--- src/rtl/bcd_disp_pkg.sv ---
// Purpose : shared constants and segment encoder for the two-digit BCD display.
// Latency : n/a (constants and a pure function only).
// Backpressure: n/a.
//
// Contents:
//   SEG_OFF    - all segments dark (active-low gfedcba)
//   SEG_TABLE  - digit 0..9 to active-low gfedcba pattern
//   AN_OFF / AN_UNITS / AN_TENS - active-low digit enables, an[0]=units, an[1]=tens
//   seg_encode - table lookup; anything above 9 renders dark
package bcd_disp_pkg;

  localparam logic [6:0] SEG_OFF = 7'h7F;

  localparam logic [1:0] AN_OFF   = 2'b11;
  localparam logic [1:0] AN_UNITS = 2'b10;
  localparam logic [1:0] AN_TENS  = 2'b01;

  // Index 0 sits at the MSB end of the packed range, so the list reads 0..9.
  localparam logic [0:9][6:0] SEG_TABLE = {
    7'b1000000,  // 0
    7'b1111001,  // 1
    7'b0100100,  // 2
    7'b0110000,  // 3
    7'b0011001,  // 4
    7'b0010010,  // 5
    7'b0000010,  // 6
    7'b1111000,  // 7
    7'b0000000,  // 8
    7'b0010000   // 9
  };

  function automatic logic [6:0] seg_encode(input logic [3:0] digit);
    logic [6:0] pattern;
    pattern = SEG_OFF;
    if (digit <= 4'd9) begin
      pattern = SEG_TABLE[digit];
    end
    return pattern;
  endfunction

endpackage

--- src/rtl/cnt_sync_filter.sv ---
// Purpose : resynchronise the asynchronous ripple-counter value and accept it only once stable.
// Latency : a steady input change reaches value on the (3+STABLE_CYCLES)th rising edge.
// Backpressure: none; value_valid/wrap_pulse are single-cycle pulses with no ready.
//
// Ports:
//   clk, reset        - system clock, async active-high reset
//   cnt_in[3:0]       - raw ripple-counter value, asynchronous to clk
//   value[3:0]        - last accepted counter value
//   value_valid       - one-cycle pulse on the cycle value changes
//   wrap_pulse        - one-cycle pulse alongside value_valid when the new value is smaller
module cnt_sync_filter #(
  parameter int STABLE_CYCLES = 2
) (
  input  logic       clk,
  input  logic       reset,
  input  logic [3:0] cnt_in,
  output logic [3:0] value,
  output logic       value_valid,
  output logic       wrap_pulse
);

  localparam logic [3:0] STAB_MAX = 4'(STABLE_CYCLES);

  logic [3:0] sync1;
  logic [3:0] sync2;
  logic [3:0] cand;   // value currently being watched for stability
  logic [3:0] stab;   // consecutive matching samples of cand, saturates at STAB_MAX

  always_ff @(posedge clk or posedge reset) begin
    if (reset) begin
      sync1       <= 4'd0;
      sync2       <= 4'd0;
      cand        <= 4'd0;
      stab        <= 4'd0;
      value       <= 4'd0;
      value_valid <= 1'b0;
      wrap_pulse  <= 1'b0;
    end else begin
      // Ripple bits settle at different times, so sync2 may briefly hold a
      // value the counter never really had; the run-length filter below
      // drops anything that does not persist.
      sync1 <= cnt_in;
      sync2 <= sync1;

      if (sync2 != cand) begin
        cand <= sync2;
        stab <= 4'd1;
      end else if (stab < STAB_MAX) begin
        stab <= stab + 4'd1;
      end

      value_valid <= 1'b0;
      wrap_pulse  <= 1'b0;

      // Acceptance looks at the registered cand/stab, so a value that has
      // already been seen STABLE_CYCLES times is taken even if the input
      // moves on this very cycle.
      if ((stab == STAB_MAX) && (cand != value)) begin
        value       <= cand;
        value_valid <= 1'b1;
        wrap_pulse  <= (cand < value);
      end
    end
  end

endmodule

--- src/rtl/bcd_seg_scanner.sv ---
// Purpose : filter the ripple-counter value, split it into BCD and scan a 2-digit active-low 7-seg display.
// Latency : value after 3+STABLE_CYCLES edges; seg/an update only every REFRESH_DIV edges.
// Backpressure: none; free-running display scan, status outputs are one-cycle pulses.
//
// Ports:
//   clk, reset     - system clock, async active-high reset
//   cnt_in[3:0]    - raw ripple-counter value, asynchronous to clk
//   blank_leading  - 1 = leave the tens digit dark when it is 0
//   value[3:0]     - filtered, accepted counter value
//   value_valid    - one-cycle pulse when value changes
//   wrap_pulse     - one-cycle pulse when value decreases (counter wrapped)
//   seg[6:0]       - segments {g,f,e,d,c,b,a}, active-low
//   an[1:0]        - digit enables, active-low, an[0]=units, an[1]=tens
module bcd_seg_scanner
  import bcd_disp_pkg::*;
#(
  parameter int REFRESH_DIV   = 1000,
  parameter int STABLE_CYCLES = 2
) (
  input  logic       clk,
  input  logic       reset,
  input  logic [3:0] cnt_in,
  input  logic       blank_leading,
  output logic [3:0] value,
  output logic       value_valid,
  output logic       wrap_pulse,
  output logic [6:0] seg,
  output logic [1:0] an
);

  localparam int            CW           = (REFRESH_DIV > 1) ? $clog2(REFRESH_DIV) : 1;
  localparam logic [CW-1:0] REFRESH_LAST = CW'(REFRESH_DIV - 1);

  cnt_sync_filter #(
    .STABLE_CYCLES (STABLE_CYCLES)
  ) u_filter (
    .clk         (clk),
    .reset       (reset),
    .cnt_in      (cnt_in),
    .value       (value),
    .value_valid (value_valid),
    .wrap_pulse  (wrap_pulse)
  );

  // BCD split of a 0..15 value: the tens digit is only ever 0 or 1.
  logic       tens;
  logic [3:0] units;

  assign tens  = (value >= 4'd10);
  assign units = tens ? (value - 4'd10) : value;

  logic [CW-1:0] refresh_cnt;
  logic          digit_sel;  // 0: next wrap shows units, 1: next wrap shows tens

  always_ff @(posedge clk or posedge reset) begin
    if (reset) begin
      refresh_cnt <= '0;
      digit_sel   <= 1'b0;
      seg         <= SEG_OFF;
      an          <= AN_OFF;
    end else if (refresh_cnt == REFRESH_LAST) begin
      refresh_cnt <= '0;
      digit_sel   <= ~digit_sel;
      if (!digit_sel) begin
        an  <= AN_UNITS;
        seg <= seg_encode(units);
      end else if (blank_leading && !tens) begin
        an  <= AN_OFF;
        seg <= SEG_OFF;
      end else begin
        an  <= AN_TENS;
        seg <= seg_encode({3'b000, tens});
      end
    end else begin
      refresh_cnt <= refresh_cnt + CW'(1);
    end
  end

endmodule

--- config.mk ---
export PLATFORM = sky130hd
export DESIGN_NAME = bcd_seg_scanner
export DESIGN_NICKNAME = d
export VERILOG_FILES = /design/src/rtl/bcd_disp_pkg.sv /design/src/rtl/cnt_sync_filter.sv /design/src/rtl/bcd_seg_scanner.sv
export SDC_FILE = /design/constraint.sdc
export NUM_CORES = 1
export LEC_CHECK = 0
export ABC_AREA = 1
export CORE_ASPECT_RATIO = 1.4
export CORE_MARGIN = 1
export CORE_UTILIZATION = 40
export DETAILED_ROUTE_END_ITERATION = 12
export GPL_ROUTABILITY_DRIVEN = 0
export HOLD_SLACK_MARGIN = 0.12
export REMOVE_ABC_BUFFERS = 1
export SETUP_SLACK_MARGIN = 0.2
export SKIP_CTS_REPAIR_TIMING = 1
export SLEW_MARGIN = 15
export SYNTH_ARGS = -nofsm -noshare
export SYNTH_HDL_FRONTEND = slang
export SYNTH_SLANG_ARGS = --single-unit
--- constraint.sdc ---
create_clock -name clk -period 3 [get_ports clk]
set_clock_uncertainty 0.2 [all_clocks]
set_input_delay 0.6 -clock clk [delete_from_list [all_inputs] [get_ports clk]]
set_output_delay 0.6 -clock clk [all_outputs]
set_load 0.01 [all_outputs]
# Word level (Yosys, flattened, before mapping)
# Memory sizes are Yosys's and may differ from the RTL's.
# Cells that the tools add are included.
# classes
add_sub_neg,3
bitwise_logic,3
muxes,15
reduce_logical,4
eq_ne,4
n_lt_le_gt_ge,6
# ops
op,count
$mux 7,7
$mux 4,3
$add 10x1->10 const B,1
$eq 10x10->1 const B,1
$ge 5x5->1 const B,2
$mux 10,1
$ne 4x4->1,2
$not 1->5,1
$not 4->5,1
$add 4x1->4 const B,1
$eq 4x2->1 const B,1
$ge 4x4->1 const B,1
$le 4x4->1 const B,1
$lt 4x2->1 const B,1
$lt 4x4->1,1
$mux 2,2
$sub 4x4->4 const B,1
$logic_and 1x1->1,2
$mux 1,2
$reduce_bool 2->1,1
$logic_not 1->1,1
$not 1->1,1
# word_totals
ff_bits,42
romBits,224
mem_count,2
# memory_table
name,depth,word_bits,read_ports,rd_clocked_by_memory_dff,wr,line_no,text
(name not given),16,7,1,0,0,bcd_disp_pkg.sv:36,pattern = SEG_TABLE[digit];
(name not given),16,7,1,0,0,bcd_disp_pkg.sv:36,

# Logic depth before layout (Yosys ltp)
# Gate-level depths: netlist of run 1.
# logic_depth
word_depth,8
ltp_mapped,10
ltp_nobuf,10

# By module
# Synthesis of run 1 repeated with hierarchy kept, for this count alone.
# unflattened
cells_unflattened,253
hier_area_um2,2124.5
# by_module_without_submodules
module,n_inst,cells_each,seq_area_each_um2,area_each_um2
bcd_seg_scanner,1,152,511.7,1181.1
cnt_sync_filter,1,101,550.5,943.4

# Worst setup path after synthesis of run 1
# Ideal clock, no wire load.
# synth_timing
path_kind,reg2reg
startpoint,reg u_filter.value[1]
endpoint,reg seg[1]
synth_period_minus_slack_ns,1.676
path_slack_ns,1.324
n_path_buf,0
path_stages_with_launch,10
arrival_ns,1.401
path_cell_list,dfrtp_1 inv_1 ha_1 nand2_1 nand2_2 nand2_2 a21oi_4 nand2_1 nand2_1 nand2_1
# synth_via
elab_chain_cells,8
word_cells_on_any_way,17
classes_between,add/sub: 1; order compare: 2; mux: 8; bitwise: 2; reduce/logical: 2; memory: 2
# synth_lines
element,line_no,text
"start, declared",cnt_sync_filter.sv:17,"output logic [3:0] value,"
"start signal, assigned",cnt_sync_filter.sv:59,value <= cand;
$sub 4x4->4 or $ge 4x4->1 (tied branches),"bcd_seg_scanner.sv:50, bcd_seg_scanner.sv:49",
$mux 4,bcd_seg_scanner.sv:50,assign units = tens ? (value - 4'd10) : value;
$not 4->5 (implied by the code),bcd_disp_pkg.sv:36,
$mem_v2 16x7,--,
$mux 7 (implied by the code) (2 in series),bcd_disp_pkg.sv:36,
$mux 7,bcd_disp_pkg.sv:35,if (digit <= 4'd9) begin
$mux 7 (*),bcd_seg_scanner.sv:64,if (!digit_sel) begin
"end signal, assigned",bcd_seg_scanner.sv:66,seg <= seg_encode(units);
"end signal, assigned",bcd_seg_scanner.sv:72,"seg <= seg_encode({3'b000, tens});"
"end, declared",bcd_seg_scanner.sv:27,"output logic [6:0] seg,"
# Every way passes the cells marked *; elsewhere a longest branch is shown, timed or not. The select of a mux whose other input is x is not followed.
# A chain may end at the register's enable or synchronous reset.

# Worst setup path in the final report of run 1
# layout_timing
startpoint,reg seg[2]
endpoint,out seg[2]
# No word-level cell between the ends.

==> results of run 1 <==
-- cell families (layout without fill, tap and decap cells) --
group | count (synthesis) | after routing | synth area share (%)
DFF | 42 | 42 | 52.6
and+or+nand+nor | 105 | 105 | 24.8
buffers and inverters | 33 | 58 | 6.50
xor gates and xnor gates | 6 | 6 | 2.60
adders and majority gates | 8 | 8 | 4.95
AOI/OAI and AO/OA | 24 | 24 | 8.55
-- state kept, by name, summed over array words and instances (netlist names) --
name,cells
refresh_cnt,10
u_filter.value,4
u_filter.sync2,4
u_filter.sync1,4
u_filter.wrap_pulse,1
an,2
u_filter.value_valid,1
seg,7
digit_sel,1
u_filter.stab,4
u_filter.cand,4
-- stage by stage --
stage	std cells	utilization (%)	worst slack [ns]	power, mW	hold slack, ns
2_1_floorplan	213	-	1.24	0.717	0.131
3_3_place_gp	299	47.3	1.17	0.763	0.132
3_5_place_dp	299	47.3	1.17	0.766	0.136
4_1_cts	307	49.3	0.834	1.15	0.156
5_1_grt	307	49.3	0.779	1.20	0.167
6_report	307	49.3	0.851	1.13	0.151
-- Yosys cell counts, types with 4 or more instances --
| cell | number |
|---|---|
| xor2_1 | 6 |
| dfstp_2 | 9 |
| inv_2 | 6 |
| inv_1 | 20 |
| clkbuf_1 | 4 |
| nand2_1 | 44 |
| nor3_2 | 4 |
| nand3_1 | 11 |
| nor3_1 | 4 |
| o21ai_0 | 8 |
| dfrtp_1 | 33 |
| ha_1 | 8 |
| nor2_1 | 24 |
| nand2_2 | 7 |
| a21oi_1 | 7 |
-- area by class of cell --
cell class / instances / area (um2) / area share (%)
sequential: 42 / 1060 / 44.5
timing repair buffer: 22 / 218 / 9.12
tap: 64 / 80.1 / 3.35
clock buffer: 6 / 82.6 / 3.46
multi-input combinational: 143 / 827 / 34.6
clock inverter: 2 / 12.5 / 0.524
inverter: 28 / 105 / 4.40
-- path summary, 6_finish.rpt --
check | slack [ns] | startpoint | to | cells past startpoint
max reg2reg | 1.19 | u_filter.value[3] | u_filter.value[1] | 6
min in group asynchronous | 0.53 | reset | refresh_cnt[9] | 3
max in group asynchronous | 1.70 | reset | seg[5] | 3
min reg2reg | 0.15 | u_filter.sync1[0] | u_filter.sync2[0] | 0
max | 0.85 | seg[2] | seg[2] | 1
min | 0.15 | u_filter.sync1[0] | u_filter.sync2[0] | 0
-- power by group --
part | internal (mW) | switching (mW)
clock | 0.185 | 0.191
combinational | 0.0619 | 0.0903
sequential | 0.583 | 0.0175
-- per-layer routing --
metal  GRT usage (%)  wire length [um]  vias up
met5               0                 0        -
met4            8.08               104        0
met3            3.62                98        6
met2            24.1              1770       31
met1            18.4              1500      646
li1                -                 -      741
==> out/qor.csv, run 1 <==
stage;metric;value;unit
sta;slew_headroom;61.8;%
synth;syn_area_per_cell;9.27;um2
setup_path;path_cells;clkdlybuf4s50_1;
sta;fin_crit_sh;71.6;%
synth;async_flop_share;100;%
cts;tritoncts;yes;
run;drv_cap;0;
place;io_buffers;21;
final_layout;final_cell_mix;44 x nand2_1, 33 x dfrtp_1, 24 x nor2_1;
die;die_w;62.1;um
sta;finalSetupViolations;0;
drt;drtIter0Drc;65;
outcome;status;finished, final reports clean;
pwr;leakage;1.14;nW
die;dieArea;0.00534;mm2
final_layout;finalNetCount;257;
die;num_rows;30;
setup_path;crit_arrival;1.35;ns
sta;hold_violations;0;
pwr;peakVddDrop;0.000301;V
sta;tightest_slew;0.569;ns
drt;drc;0;
global_route;grt_start_max_net_pins;43;
drt;viasPerCell;4.64;
place;dp.final_hpwl;2.57;mm
final_layout;design_area;0.00239;mm2
synth;netlist_area;0.00202;mm2
global_route;grt_antenna_before_repair;0;
synth;syn_inst;218;
setup_path;cp.buffers_inverters;1;
global_route;grt_pass1_vias;1336;
hold_path;min_path_type;reg2reg;
drt;firstDrtPassIters;4;
die;io_pins;22;
global_route;grt_remaining_overflow;0;
die;start_util;41.7;%
setup_path;crit_type;reg2out;
synth;ys_top_cells_by_area;dfrtp_1 41%, dfstp_2 12%, nand2_1 8.2%;
drt;wl_per_cell;11.3;um
setup_path;cpLargestDelayFamily;flip-flops;
place;place_area;0.00229;mm2
synth;synth-edff-count;0;
cts;cts.clk_slew.worst_paths;0.08;ns
setup_path;worst_setup_path_start_kind;flop;
synth;ys.warnings.count;0;
synth;synth_cell_type_count;31;
sta;final_max_slew_viol_count;0;
die;core;0.00484;mm2
cts;clkSinkCount;42;
drt;drtAntennaViolNets;0;
global_route;grt_use_total;15.2;%
synth;synth-main-ff-cell;dfrtp_1;
drt;vias;1424;
global_route;grt_first_pass_wirelength;5.91;mm
synth;ys_seq_elements;42;
final_layout;layout-drive-gt1-share;18.9;%
synth;post-synth-top-area-fraction;40.9;%
cts;htree_levels;2;
synth;yosysSeqAreaShare;52.6;%
sta;finalSetupTns;0;ns
setup_path;slowest_stage;dfstp_2;
die;die_h;86.1;um
cts;clockBufferDepth;2;
setup_path;cpPeakStageDelay;0.53;ns
drt;routed_wl;3.48;mm
sta;max_freq;465;MHz
cts;worstSkewPairLatency;0.29;ns
final_layout;syn2layout_area_growth;18.1;%
setup_path;endpoint_kind;primary output;
sta;period_minus_slack;2.15;ns
cts;clockRootBuffer;clkbuf_8;
sta;rsz0062_at_grt;no;
final_layout;final_common_cell;nand2_1;
setup_path;cp_data_required_time;2.20;ns
final_layout;fill_cells;466;
pwr;powerDensity;473;mW/mm2
setup_path;crit_fanout;2;
synth;synth.largest_area_cell;dfrtp_1;
cts;cts_made_buffers;5;
final_layout;num_antenna_cells;0;
Power figures use the tool's default switching activity.
==> inputs of run 2 (changes only) <==
clock period = 1.8 ns   (was 3 ns; I/O delays follow)
==> run 2 against run 1 <==
  * Critical endpoint is now seg[6]
  * Sequential cell count is the same
  * Clock power grew 67%
  * Non-clock buffer count grew 12
  * First-iteration DRC count shrank 46%
  * Sequential power grew 67%
  * Power grew 73%
  * Routed wire length grew 8.4%
  * Cell count grew 3.9%
  * Combinational power grew 110%
  * Die area is the same
==> out/qor.csv, run 2 (synthesized netlist as in run 1, its figures left out) <==
stage;metric;value;unit;change
outcome;status;finished, final reports clean;;unchanged
final_layout;num_antenna_cells;0;;unchanged
final_layout;finalNetCount;269;;was 257
place;dp.final_hpwl;2.64;mm;was 2.57 mm
die;dieArea;0.00534;mm2;unchanged
pwr;powerDensity;741;mW/mm2;was 473 mW/mm2
sta;hold_violations;0;;unchanged
cts;htree_levels;2;;unchanged
pwr;leakage;1.36;nW;was 1.14 nW
setup_path;worst_setup_path_start_kind;flop;;unchanged
drt;firstDrtPassIters;4;;unchanged
cts;cts_made_buffers;5;;unchanged
sta;slew_headroom;82.7;%;was 61.8%
final_layout;final_cell_mix;38 x nand2_1, 31 x dfrtp_1, 23 x nor2_1;;was 44 x nand2_1, 33 x dfrtp_1, 24 x nor2_1
sta;final_max_slew_viol_count;0;;unchanged
hold_path;hold_depth;0;;unchanged
final_layout;syn2layout_area_growth;30.5;%;was 18.1%
cts;clockRootBuffer;clkbuf_8;;unchanged
drt;viasPerCell;4.71;;was 4.64
final_layout;layout-drive-gt1-share;31.8;%;was 18.9%
sta;finalSetupViolations;0;;unchanged
final_layout;utilization;54.5;%;was 49.3%
die;num_rows;30;;unchanged
cts;worstSkewPairLatency;0.30;ns;was 0.29 ns
hold_path;hold_start;u_filter.sync1[3];;was u_filter.sync1[0]
cts;clkSinkCount;42;;unchanged
final_layout;largest_reg_flops;10;;unchanged
setup_path;reg2reg_to;seg[6];;was u_filter.value[1]
drt;drtAntennaViolNets;0;;unchanged
global_route;grt_antenna_before_repair;0;;unchanged
run;drv_cap;0;;unchanged
setup_path;crit_arrival;1.68;ns;was 1.35 ns
setup_path;cp_data_required_time;1.84;ns;was 2.20 ns
setup_path;crit_type;reg2reg;;was reg2out
hold_path;min_to;u_filter.sync2[3];;was u_filter.sync2[0]
die;core;0.00484;mm2;unchanged
place;io_buffers;21;;unchanged
drt;drtIter0Drc;35;;was 65
setup_path;cpPeakStageDelay;0.41;ns;was 0.53 ns
drt;drc;0;;unchanged
final_layout;reg.largest.list;refresh_cnt (10), seg (7);;unchanged
sta;finalSetupTns;0;ns;unchanged
cts;clockBufferDepth;2;;unchanged
setup_path;ff2ff_setup_slack;0.15;ns;was 1.19 ns
setup_path;r2r_cells;10;;was 6
setup_path;endpoint_kind;flop;;was primary output
drt;routed_wl;3.77;mm;was 3.48 mm
drt;wl_per_cell;11.8;um;was 11.3 um
final_layout;regMostFlops;refresh_cnt;;unchanged
global_route;grt_pass1_vias;1456;;was 1336
final_layout;final_common_cell;nand2_1;;unchanged
die;die_h;86.1;um;unchanged
sta;max_freq;607;MHz;
setup_path;r2r-start;u_filter.value[2];;was u_filter.value[3]
sta;fin_crit_sh;91.5;%;
hold_path;min_path_type;reg2reg;;unchanged
setup_path;cp_common_cell;nor2_1;;
cts;tritoncts;yes;;unchanged
global_route;grt_remaining_overflow;0;;unchanged
global_route;grt_first_pass_wirelength;6.31;mm;was 5.91 mm
sta;period_minus_slack;1.65;ns;
setup_path;path_cells;inv_2 -> ha_4 -> nand2_4 -> nand2_4 -> inv_4 -> nand2_2 -> o21ai_2 -> nor2_1 -> nor2_1 -> nor2_1;;was clkdlybuf4s50_1
setup_path;crit_fanout;4;;was 2
global_route;grt_start_max_net_pins;43;;unchanged
die;die_w;62.1;um;unchanged
setup_path;slowest_stage;dfrtp_1;;was dfstp_2
cts;cts.clk_slew.worst_paths;0.09;ns;was 0.08 ns
global_route;grt_use_total;16.0;%;was 15.2%
sta;tightest_slew;0.260;ns;was 0.569 ns
sta;rsz0062_at_grt;yes;;was no
die;start_util;41.7;%;unchanged
drt;vias;1503;;was 1424
die;io_pins;22;;unchanged
pwr;peakVddDrop;0.000476;V;was 0.000301 V
==> run 2: report_power, final <==
part | switching [mW] | internal, mW
sequential | 0.0308 | 0.973
combinational | 0.180 | 0.145
clock | 0.350 | 0.277
total | 0.561 | 1.39
==> run 2: layout make-up <==
cell class / count / area, um2
well taps: 64 / 80.1
repair buffers: 34 / 347
flip-flops and latches: 42 / 1060
clock inverters: 3 / 23.8
clock buffers: 5 / 68.8
fillers: 434 / 2200
inverters: 28 / 110
multi-input cells: 143 / 943
==> run 2: through the flow <==
step	cells	setup WS, ns	hold WS, ns	power [mW]	cell area [um2]
after floorplan	213	0.123	0.131	1.20	1990
after global placement	304	0.116	0.133	1.29	2340
after detailed placement	304	0.104	0.136	1.29	2340
after CTS	312	-0.157	0.157	1.92	2430
after global routing	319	0.0737	0.179	2.06	2640
final	319	0.153	0.153	1.96	2640
==> run 2: worst max-delay path by stage <==
stage / start / depth (start not counted) / end
2_1_floorplan: u_filter.value[1] / 9 / seg[1]
3_3_place_gp: u_filter.value[2] / 9 / seg[2]
3_5_place_dp: u_filter.value[2] / 9 / seg[2]
4_1_cts: u_filter.value[0] / 1 / value[0]
5_1_grt: refresh_cnt[0] / 7 / seg[2]
6_report: u_filter.value[2] / 10 / seg[6]
==> run 2: worst max-delay path: cells and delay by family, from the launching register on <==
kind,cells,cell delay [ns]
AOI/OAI and AO/OA,1,0.06
DFF,1,0.41
buffers and inverters,2,0.14
and+or+nand+nor,6,0.50
adders and majority gates,1,0.27
==> run 2: layer usage <==
layer / routed length, um / part of all wire [%] / vias to the layer above / track usage [%]
li1: - / - / 761 / -
met1: 1520 / 40 / 702 / 18.1
met2: 2040 / 54 / 28 / 28.0
met3: 89 / 2.4 / 12 / 3.17
met4: 110 / 2.9 / 0 / 6.67
met5: 0 / 0 / - / 0
